`src/rtl/gemm_inst_sequencer.sv`:
```
// Instruction sequencer between instruction fetch and systolic_array_top: decodes
// LD/ST/GEMM/DRAINSYS/SETEND, drives the SRAM ports and times the array phases.
module gemm_inst_sequencer #(
    parameter int NUM_ROW              = 4,
    parameter int NUM_COL              = 4,
    parameter int DATA_WIDTH           = 16,
    parameter int OUT_DATA_WIDTH       = 16,
    parameter int LOG2_SRAM_BANK_DEPTH = 5,
    parameter int CTRL_WIDTH           = 4,
    parameter int INST_WIDTH           = 16,
    parameter int WARMUP_CYCLES        = NUM_ROW + NUM_COL - 1,
    parameter int DRAIN_CYCLES         = NUM_ROW + NUM_COL,
    parameter int LD_WIDTH             = ((NUM_ROW > NUM_COL) ? NUM_ROW : NUM_COL) * DATA_WIDTH
) (
    input  logic                                clk,
    input  logic                                rst,
    input  logic                                i_inst_valid,
    input  logic [INST_WIDTH-1:0]               i_inst,
    output logic                                o_inst_ready,
    input  logic                                i_ld_valid,
    input  logic [LD_WIDTH-1:0]                 i_ld_data,
    output logic                                o_ld_ready,
    output logic                                o_top_wr_en,
    output logic [LOG2_SRAM_BANK_DEPTH-1:0]     o_top_wr_addr,
    output logic [NUM_COL*DATA_WIDTH-1:0]       o_top_wr_data,
    output logic                                o_left_wr_en,
    output logic [LOG2_SRAM_BANK_DEPTH-1:0]     o_left_wr_addr,
    output logic [NUM_ROW*DATA_WIDTH-1:0]       o_left_wr_data,
    output logic                                o_down_rd_en,
    output logic [LOG2_SRAM_BANK_DEPTH-1:0]     o_down_rd_addr,
    input  logic [NUM_COL*OUT_DATA_WIDTH-1:0]   i_down_rd_data,
    output logic                                o_st_valid,
    output logic [NUM_COL*OUT_DATA_WIDTH-1:0]   o_st_data,
    input  logic                                i_st_ready,
    output logic [CTRL_WIDTH-1:0]               o_ctrl_state,
    output logic [LOG2_SRAM_BANK_DEPTH-1:0]     o_top_sram_rd_start_addr,
    output logic [LOG2_SRAM_BANK_DEPTH-1:0]     o_left_sram_rd_start_addr,
    output logic [LOG2_SRAM_BANK_DEPTH-1:0]     o_down_sram_rd_start_addr,
    output logic [LOG2_SRAM_BANK_DEPTH-1:0]     o_top_sram_rd_end_addr,
    output logic [LOG2_SRAM_BANK_DEPTH-1:0]     o_left_sram_rd_end_addr,
    output logic [LOG2_SRAM_BANK_DEPTH-1:0]     o_down_sram_rd_end_addr,
    output logic                                o_busy,
    output logic                                o_done,
    output logic                                o_illegal
);

    localparam int AW      = LOG2_SRAM_BANK_DEPTH;
    localparam int TW      = NUM_COL * DATA_WIDTH;
    localparam int LW      = NUM_ROW * DATA_WIDTH;
    localparam int SW      = NUM_COL * OUT_DATA_WIDTH;
    localparam int DEPTH   = 1 << AW;
    localparam int MAX_WD  = (WARMUP_CYCLES > DRAIN_CYCLES) ? WARMUP_CYCLES : DRAIN_CYCLES;
    localparam int CNT_MAX = (MAX_WD > DEPTH) ? MAX_WD : DEPTH;
    localparam int CNT_W   = (CNT_MAX > 1) ? $clog2(CNT_MAX) : 1;

    typedef enum logic [3:0] {
        OP_SETEND   = 4'h1,
        OP_LD       = 4'h2,
        OP_ST       = 4'h3,
        OP_GEMM     = 4'h4,
        OP_DRAINSYS = 4'h5
    } opcode_e;

    typedef enum logic [2:0] {
        S_IDLE, S_LD, S_ST_RD, S_ST_CAP, S_ST_WAIT, S_WARMUP, S_STEADY, S_DRAIN
    } state_e;

    logic [3:0]    opcode;
    logic [1:0]    buf_id;
    logic [AW-1:0] inst_addr;
    logic          inst_fire;
    logic          unused_mem_loc;

    assign opcode         = i_inst[INST_WIDTH-1 -: 4];
    assign buf_id         = i_inst[INST_WIDTH-5 -: 2];
    assign inst_addr      = i_inst[AW-1:0];
    assign unused_mem_loc = ^i_inst[INST_WIDTH-7:AW];

    state_e                  state_q, state_d;
    logic [CNT_W-1:0]        cnt_q, cnt_d;
    logic [CTRL_WIDTH-1:0]   ctrl_q, ctrl_d;
    logic                    done_q, done_d;
    logic                    illegal_q, illegal_d;
    logic                    top_wr_en_q, top_wr_en_d;
    logic [AW-1:0]           top_wr_addr_q, top_wr_addr_d;
    logic [TW-1:0]           top_wr_data_q, top_wr_data_d;
    logic                    left_wr_en_q, left_wr_en_d;
    logic [AW-1:0]           left_wr_addr_q, left_wr_addr_d;
    logic [LW-1:0]           left_wr_data_q, left_wr_data_d;
    logic                    down_rd_en_q, down_rd_en_d;
    logic [AW-1:0]           down_rd_addr_q, down_rd_addr_d;
    logic                    st_valid_q, st_valid_d;
    logic [SW-1:0]           st_data_q, st_data_d;
    logic [AW-1:0]           start_q, start_d;
    logic [AW-1:0]           top_end_q, top_end_d;
    logic [AW-1:0]           left_end_q, left_end_d;
    logic [AW-1:0]           down_end_q, down_end_d;
    logic [AW-1:0]           ld_addr_q, ld_addr_d;
    logic                    ld_left_q, ld_left_d;
    logic [AW-1:0]           steady_m1;

    assign inst_fire = i_inst_valid && o_inst_ready;
    // STEADY length minus one; wraps mod depth so end == start-1 yields a full bank.
    assign steady_m1 = top_end_q - start_q;

    always_comb begin
        // NOTE: every next-state signal gets a default first so no path leaves one unassigned (no latches).
        state_d        = state_q;
        cnt_d          = cnt_q;
        done_d         = 1'b0;
        illegal_d      = illegal_q;
        top_wr_en_d    = 1'b0;
        top_wr_addr_d  = top_wr_addr_q;
        top_wr_data_d  = top_wr_data_q;
        left_wr_en_d   = 1'b0;
        left_wr_addr_d = left_wr_addr_q;
        left_wr_data_d = left_wr_data_q;
        down_rd_en_d   = 1'b0;
        down_rd_addr_d = down_rd_addr_q;
        st_valid_d     = st_valid_q;
        st_data_d      = st_data_q;
        start_d        = start_q;
        top_end_d      = top_end_q;
        left_end_d     = left_end_q;
        down_end_d     = down_end_q;
        ld_addr_d      = ld_addr_q;
        ld_left_d      = ld_left_q;

        case (state_q)
            S_IDLE: begin
                if (inst_fire) begin
                    case (opcode)
                        OP_SETEND: begin
                            done_d = 1'b1;
                            case (buf_id)
                                2'd0:    top_end_d  = inst_addr;
                                2'd1:    left_end_d = inst_addr;
                                2'd2:    down_end_d = inst_addr;
                                default: ;
                            endcase
                        end
                        OP_LD: begin
                            if (buf_id[1]) begin
                                illegal_d = 1'b1;
                                done_d    = 1'b1;
                            end else begin
                                state_d   = S_LD;
                                ld_addr_d = inst_addr;
                                ld_left_d = buf_id[0];
                            end
                        end
                        OP_ST: begin
                            state_d        = S_ST_RD;
                            down_rd_en_d   = 1'b1;
                            down_rd_addr_d = inst_addr;
                        end
                        OP_GEMM: begin
                            state_d = S_WARMUP;
                            start_d = inst_addr;
                            cnt_d   = CNT_W'(WARMUP_CYCLES - 1);
                        end
                        OP_DRAINSYS: begin
                            state_d = S_DRAIN;
                            cnt_d   = CNT_W'(DRAIN_CYCLES - 1);
                        end
                        default: begin
                            illegal_d = 1'b1;
                            done_d    = 1'b1;
                        end
                    endcase
                end
            end
            S_LD: begin
                if (i_ld_valid) begin
                    if (ld_left_q) begin
                        left_wr_en_d   = 1'b1;
                        left_wr_addr_d = ld_addr_q;
                        left_wr_data_d = i_ld_data[LW-1:0];
                    end else begin
                        top_wr_en_d    = 1'b1;
                        top_wr_addr_d  = ld_addr_q;
                        top_wr_data_d  = i_ld_data[TW-1:0];
                    end
                    done_d  = 1'b1;
                    state_d = S_IDLE;
                end
            end
            S_ST_RD:  state_d = S_ST_CAP;
            S_ST_CAP: begin
                st_data_d  = i_down_rd_data;
                st_valid_d = 1'b1;
                state_d    = S_ST_WAIT;
            end
            S_ST_WAIT: begin
                if (i_st_ready) begin
                    st_valid_d = 1'b0;
                    state_d    = S_IDLE;
                end
            end
            S_WARMUP: begin
                if (cnt_q == '0) begin
                    state_d = S_STEADY;
                    cnt_d   = CNT_W'(steady_m1);
                end else begin
                    cnt_d = cnt_q - CNT_W'(1);
                end
            end
            S_STEADY: begin
                if (cnt_q == '0) begin
                    state_d = S_DRAIN;
                    cnt_d   = CNT_W'(DRAIN_CYCLES - 1);
                end else begin
                    cnt_d = cnt_q - CNT_W'(1);
                end
            end
            S_DRAIN: begin
                if (cnt_q == '0) begin
                    state_d = S_IDLE;
                    done_d  = 1'b1;
                end else begin
                    cnt_d = cnt_q - CNT_W'(1);
                end
            end
            default: state_d = S_IDLE;
        endcase

        case (state_d)
            S_WARMUP: ctrl_d = CTRL_WIDTH'(1);
            S_STEADY: ctrl_d = CTRL_WIDTH'(2);
            S_DRAIN:  ctrl_d = CTRL_WIDTH'(3);
            default:  ctrl_d = '0;
        endcase
    end

    always_ff @(posedge clk) begin
        // NOTE: non-blocking updates only; every register, wide data included, is reset so an abort leaves nothing stale.
        if (rst) begin
            state_q        <= S_IDLE;
            cnt_q          <= '0;
            ctrl_q         <= '0;
            done_q         <= 1'b0;
            illegal_q      <= 1'b0;
            top_wr_en_q    <= 1'b0;
            top_wr_addr_q  <= '0;
            top_wr_data_q  <= '0;
            left_wr_en_q   <= 1'b0;
            left_wr_addr_q <= '0;
            left_wr_data_q <= '0;
            down_rd_en_q   <= 1'b0;
            down_rd_addr_q <= '0;
            st_valid_q     <= 1'b0;
            st_data_q      <= '0;
            start_q        <= '0;
            top_end_q      <= '0;
            left_end_q     <= '0;
            down_end_q     <= '0;
            ld_addr_q      <= '0;
            ld_left_q      <= 1'b0;
        end else begin
            state_q        <= state_d;
            cnt_q          <= cnt_d;
            ctrl_q         <= ctrl_d;
            done_q         <= done_d;
            illegal_q      <= illegal_d;
            top_wr_en_q    <= top_wr_en_d;
            top_wr_addr_q  <= top_wr_addr_d;
            top_wr_data_q  <= top_wr_data_d;
            left_wr_en_q   <= left_wr_en_d;
            left_wr_addr_q <= left_wr_addr_d;
            left_wr_data_q <= left_wr_data_d;
            down_rd_en_q   <= down_rd_en_d;
            down_rd_addr_q <= down_rd_addr_d;
            st_valid_q     <= st_valid_d;
            st_data_q      <= st_data_d;
            start_q        <= start_d;
            top_end_q      <= top_end_d;
            left_end_q     <= left_end_d;
            down_end_q     <= down_end_d;
            ld_addr_q      <= ld_addr_d;
            ld_left_q      <= ld_left_d;
        end
    end

    // Store retire is signalled in the transfer cycle itself, so it bypasses done_q.
    assign o_done       = done_q || (state_q == S_ST_WAIT && i_st_ready && !rst);
    assign o_inst_ready = (state_q == S_IDLE) && !rst;
    assign o_ld_ready   = (state_q == S_LD);
    assign o_busy       = (state_q != S_IDLE);
    assign o_illegal    = illegal_q;
    assign o_ctrl_state = ctrl_q;

    assign o_top_wr_en    = top_wr_en_q;
    assign o_top_wr_addr  = top_wr_addr_q;
    assign o_top_wr_data  = top_wr_data_q;
    assign o_left_wr_en   = left_wr_en_q;
    assign o_left_wr_addr = left_wr_addr_q;
    assign o_left_wr_data = left_wr_data_q;
    assign o_down_rd_en   = down_rd_en_q;
    assign o_down_rd_addr = down_rd_addr_q;
    assign o_st_valid     = st_valid_q;
    assign o_st_data      = st_data_q;

    assign o_top_sram_rd_start_addr  = start_q;
    assign o_left_sram_rd_start_addr = start_q;
    assign o_down_sram_rd_start_addr = start_q;
    assign o_top_sram_rd_end_addr    = top_end_q;
    assign o_left_sram_rd_end_addr   = left_end_q;
    assign o_down_sram_rd_end_addr   = down_end_q;

endmodule

```
`config.mk`:
```
export PLATFORM = sky130hd
export DESIGN_NAME = gemm_inst_sequencer
export DESIGN_NICKNAME = d
export VERILOG_FILES = /design/src/rtl/gemm_inst_sequencer.sv
export SDC_FILE = /design/constraint.sdc
export NUM_CORES = 1
export LEC_CHECK = 0
export CAP_MARGIN = 20
export CORE_ASPECT_RATIO = 1.4
export CORE_MARGIN = 2
export CORE_UTILIZATION = 36
export CTS_CLUSTER_DIAMETER = 50
export DETAILED_ROUTE_END_ITERATION = 8
export PLACE_DENSITY = 0.8
export SLEW_MARGIN = 10
export SYNTH_ARGS = -nofsm -noshare
export SYNTH_HDL_FRONTEND = slang
export SYNTH_SLANG_ARGS = --single-unit
```
`constraint.sdc`:
```
create_clock -name clk -period 1.64 [get_ports clk]
set_clock_uncertainty 0.1 [all_clocks]
set_input_delay 0.328 -clock clk [delete_from_list [all_inputs] [get_ports clk]]
set_output_delay 0.328 -clock clk [all_outputs]
set_load 0.01 [all_outputs]
```
**Word-level counts from Yosys, hierarchy flattened**

Cells that the tools add are included.

- Bits in registers: 251
- Input bits: 149
- Output and inout bits: 250

- $add $sub $neg: 2
- Equal/unequal tests: 22
- Muxes and demuxes: 29
- Bitwise operators: 7
- Reductions and logical operators: 27

Operators with widths:

| cell | number |
|---|---|
| 3-bit one-hot mux with 8 select lines | 1 |
| 4-bit AND reduction | 6 |
| 3-bit == test (second input constant) | 7 |
| 3-bit two-way mux | 7 |
| 5-bit two-way mux | 4 |
| 5-bit one-hot mux with 4 select lines | 1 |
| 3-bit one-hot mux with 4 select lines | 1 |
| 3-bit AND reduction | 4 |
| 5-bit one-hot mux with 2 select lines | 1 |
| 1-bit two-way mux | 9 |
| 3-bit OR reduction | 3 |
| 4-bit by 2-bit == test with 1-bit output (second input constant) | 2 |
| 4-bit by 3-bit == test with 1-bit output (second input constant) | 2 |
| 2-bit != test (second input constant) | 4 |
| 1-bit inverter | 7 |
| 3-bit by 2-bit == test with 1-bit output (second input constant) | 2 |
| 1-bit one-hot mux with 2 select lines | 3 |
| 2-bit one-hot mux with 3 select lines | 1 |
| 5-bit logical NOT | 1 |
| 5-bit by 1-bit subtractor with 5-bit output (second input constant) | 1 |
| 5-bit subtractor | 1 |
| 4-bit by 1-bit == test with 1-bit output (second input constant) | 1 |
| 1-bit logical AND | 4 |
| 4-bit nonzero test | 1 |
| other kinds (13) | 13 |

**Depth between registers and ports, before layout**

- Depth in word-level cells: 7
- Gate-level depth with buffers: 8
- Mapped depth without buffers: 8

**Worst setup path after synthesis**

OpenSTA, ideal clock, no wires.

- Path kind: reg2reg
- From: register state_q[1]
- To: register start_q[1] (netlist: o_down_sram_rd_start_addr[1])
- Setup time: 0.128 ns
- Arrival time: 1.673 ns
- Required time: 1.412 ns
- Path slack: -0.261 ns
- Cell stages (with the launch flop): 7
- Buffers on the path: 1
- Cells stage by stage: dfxtp_1 buf_2 nor4_1 nand2_2 nor2_2 mux2i_1 nor2_1

- Cells in the longest elaborated chain, start to end: 4

RTL lines:

| what | line | source |
|---|---|---|
| start: declaration | 79 | `state_e state_q, state_d;` |
| start signal: assignment | 260 | `state_q <= state_d;` |
| 3-bit logical NOT | 286 | `assign o_inst_ready = (state_q == S_IDLE) && !rst;` |
| 1-bit logical AND | 286 |  |
| named net o_inst_ready | 19 | `output logic o_inst_ready,` |
| 1-bit logical AND | 102 | `assign inst_fire = i_inst_valid && o_inst_ready;` |
| 3-bit AND reduction (no source line) | - |  |
| end signal: assignment | 275 | `start_q <= start_d;` |
| end: declaration | 94 | `logic [AW-1:0] start_q, start_d;` |

The timed path passes the listed nets, and every way through them passes these cells.
A chain may end at the register's enable or synchronous reset.

**Worst setup path in the final report**

- From: register state_q[2]
- To: register top_wr_data_q[0] (netlist: o_top_wr_data[0])

- Cells in the longest elaborated chain, start to end: 2

RTL lines:

| what | line | source |
|---|---|---|
| 3-bit by 1-bit == test with 1-bit output | 129 | `case (state_q)` |
| 3-bit AND reduction (no source line) | - |  |
| end signal: assignment | 267 | `top_wr_data_q <= top_wr_data_d;` |
| end: declaration | 86 | `logic [TW-1:0] top_wr_data_q, top_wr_data_d;` |

No other way between the ends.

==> flow_metrics.env <==
export IMPL_synth_top_area_share=0.540
export IMPL_yosys_warnings=0
export IMPL_swShare=0.240
export IMPL_path_clk_slew_ns=0.07
export IMPL_hpwl_um=22000
export IMPL_clk_path_buf_depth=3
export IMPL_drive_gt1_frac=0.344
export IMPL_p_int_mw=10.2
export IMPL_rsz0062_at_grt="yes"
export IMPL_ys_types=52
export IMPL_drtIter0Drc=490
export IMPL_grtUsageTotal=0.260
export IMPL_pwr_share_clk=0.436
export IMPL_synth_ff_type="dfxtp_1"
export IMPL_final_area_um2=17100
export IMPL_max_cap_viol_count=0
export IMPL_layout_setup_ws_ns=-0.320
export IMPL_vias_per_cell=5.25
export IMPL_core_area_um2=25300
export IMPL_cp_cell_sequence="buf_12 -> nor3b_4 -> nand2_2 -> buf_4 -> or2_4 -> clkbuf_16 -> nand2_1 -> a21oi_1"
export IMPL_grt_pass1_vias=10100
export IMPL_setup_tns_ns=-39.18
export IMPL_hp_class="input port to flop"
export IMPL_fin_crit_sh=1.20
export IMPL_initial_utilization=0.365
export IMPL_critPathSlowestCell="dfxtp_4"
export IMPL_grt_overflow_total=0
export IMPL_fin_cells=1956
export IMPL_firstDrtPassIters=5
export IMPL_cts_htree_levels=1
export IMPL_switchingPower_mw=3.22
export IMPL_utilization=0.677
export IMPL_grt_max_degree=124
export IMPL_seq_area_frac_synth=0.540
export IMPL_yosys_area_top_type="dfxtp_1"
export IMPL_hold_viol_final=0
export IMPL_worst_pin_slew_ns=0.744
export IMPL_cp_required_ns=1.93
export IMPL_cts_root_buf="clkbuf_16"
export IMPL_dp_cells=1830
export IMPL_cts_sinks=249
export IMPL_vias=10300
export IMPL_place_ws_ns=-0.584
export IMPL_p_seq_frac=0.458
export IMPL_layout_common_cells="259 x nand2_1, 233 x dfxtp_1, 181 x dlygate4sd2_1"
export IMPL_ys_async_sr_fraction=0
export IMPL_violations="negative setup slack"
export IMPL_cpPeakStageDelay_ns=0.38
export IMPL_die_x_um=139
export IMPL_gp_congestion=0.859
export IMPL_synth_area_top_cells="dfxtp_1 54%, nand2_1 17%, a21oi_1 12%"
export IMPL_clk_latency_ns=0.53
export IMPL_grt_pass1_wl_um=55900
export IMPL_synthesis_area_um2=9230
export IMPL_antenna_found_initial=5
export IMPL_synthCells=1143
export IMPL_io_buffers=391
export IMPL_fmax_ghz=0.510
export IMPL_cts_inserted_buffers=26
export IMPL_p_leak_nw=7.24
export IMPL_crit_type="flop to flop"
export IMPL_die_h_um=193
export IMPL_dieArea_um2=26900
export IMPL_setup_violations_final=208
export IMPL_critPathCaptureType="flop"
export IMPL_place_area_um2=13800
export IMPL_relSlewSlack=0.504
export IMPL_period_needed_ns=1.96
export IMPL_cp_max_fo=7
export IMPL_synth_edf_count=0
export IMPL_mostFrequentLayoutCell="nand2_1"
export IMPL_antenna_left=0
export IMPL_wire_per_inst_um=21.1
export IMPL_cts_tree="yes"
export IMPL_rows=69
export IMPL_synth_seq_cells=249
export IMPL_power_density_nw_per_um2=784
export IMPL_startpoint_type="flop"
export IMPL_syn_avg_cell_area_um2=8.07
export IMPL_critPathArrivalTime_ns=2.25
export IMPL_routed_wl_um=41300
export IMPL_drc=0
export IMPL_combPwrFrac=0.106
export IMPL_areaGrowthSynthToFinish_pct=85.7
export IMPL_drv_slew=0
export IMPL_ir_drop_v=0.000876
export IMPL_layout_nets=1768
export IMPL_ios=399
export IMPL_status="finished, violations left"
[registers in the layout (all words and copies together), names as in the netlist, 2 cells and up]
| signal | count |
|---|---|
| o_st_data | 64 |
| o_left_wr_addr | 5 |
| o_down_sram_rd_start_addr | 5 |
| o_down_sram_rd_end_addr | 5 |
| o_top_wr_data | 64 |
| state_q | 3 |
| cnt_q | 5 |
| o_ctrl_state | 2 |
| o_top_wr_addr | 5 |
| o_top_sram_rd_end_addr | 5 |
| ld_addr_q | 5 |
| o_down_rd_addr | 5 |
| o_left_wr_data | 64 |
| o_left_sram_rd_end_addr | 5 |
[worst paths after layout]
kind | from | endpoint | slack (ns) | cells past startpoint
worst max register to register | state_q[2] | o_top_wr_data[0] | -0.32 | 8
worst max-delay path | state_q[2] | o_top_wr_data[0] | -0.32 | 8
worst min-delay path | rst | o_left_wr_data[56] | 0.03 | 3
worst min register to register | o_st_data[12] | o_st_data[12] | 0.35 | 2
[power by group through the flow]
stage	registers (mW)	clock network [mW]	logic, mW
global placement	6.27	0	1.04
finish	6.15	5.86	1.42
detailed placement	6.28	0	1.05
floorplan	6.30	0	0.329
CTS	6.14	5.91	1.25
global route	6.15	6.20	1.50
[worst max-delay path: cells and delay by family, from the launching register on]
family / cells / cell delay [ns]
buf+inv: 3 / 0.51
simple gates: 4 / 0.74
compound gates: 1 / 0.08
flops: 1 / 0.38
[final cells by class]
cell class / instances / area [µm²]
diodes: 5 / 12.5
clock buffers: 37 / 753
clock inverters: 10 / 95.1
fillers: 1875 / 8170
inverters: 15 / 56.3
multi-input cells: 791 / 5340
flip-flops and latches: 249 / 5010
well taps: 319 / 399
repair buffers: 530 / 5470
[logic make-up after synthesis]
group	Yosys count	synth area share
AOI/OAI and AO/OA	244	0.138
xor gates and xnor gates	4	0.00380
adders and majority gates	6	0.00895
buffers and inverters	106	0.0530
DFF	249	0.540
muxes	30	0.0325
other	1	0.000406
and+or+nand+nor	503	0.223
[cells in the mapped netlist (all sizes together), types with 4 or more instances]
cell and instances:
ha 5, nand2b 4, clkbuf 41, buf 50, nor2b 4, nor4 4
nor3 6, nor2 49, nand2 416, inv 15, a21oi 214, mux2i 30
dfxtp 249, o21ai 12, nand3 7
[routing by layer]
layer,vias to the layer above,GRT usage,share of wire
met2,537,0.475,0.50
met4,2,0.147,0.068
met1,4866,0.273,0.35
met5,-,0,0.00032
met3,186,0.0582,0.074
li1,4677,-,-
[stage by stage]
stage,hold slack [ns],total power [mW]
2_1_floorplan,0.345,6.63
3_3_place_gp,0.339,7.31
3_5_place_dp,0.345,7.32
4_1_cts,0.00468,13.3
5_1_grt,0.0218,13.8
6_report,0.0346,13.4
[repair_timing]
item | CTS | global route
endpoints found under the hold margin | 2 | 0
setup endpoints to repair | 431 | 243
cloned | 23 | 17
hold buffers | 1 | 0
pin swaps | 131 | 121
setup buffers | 29 | 19
gates resized for setup | 574 | 324
(Power assumes the default switching activity.)
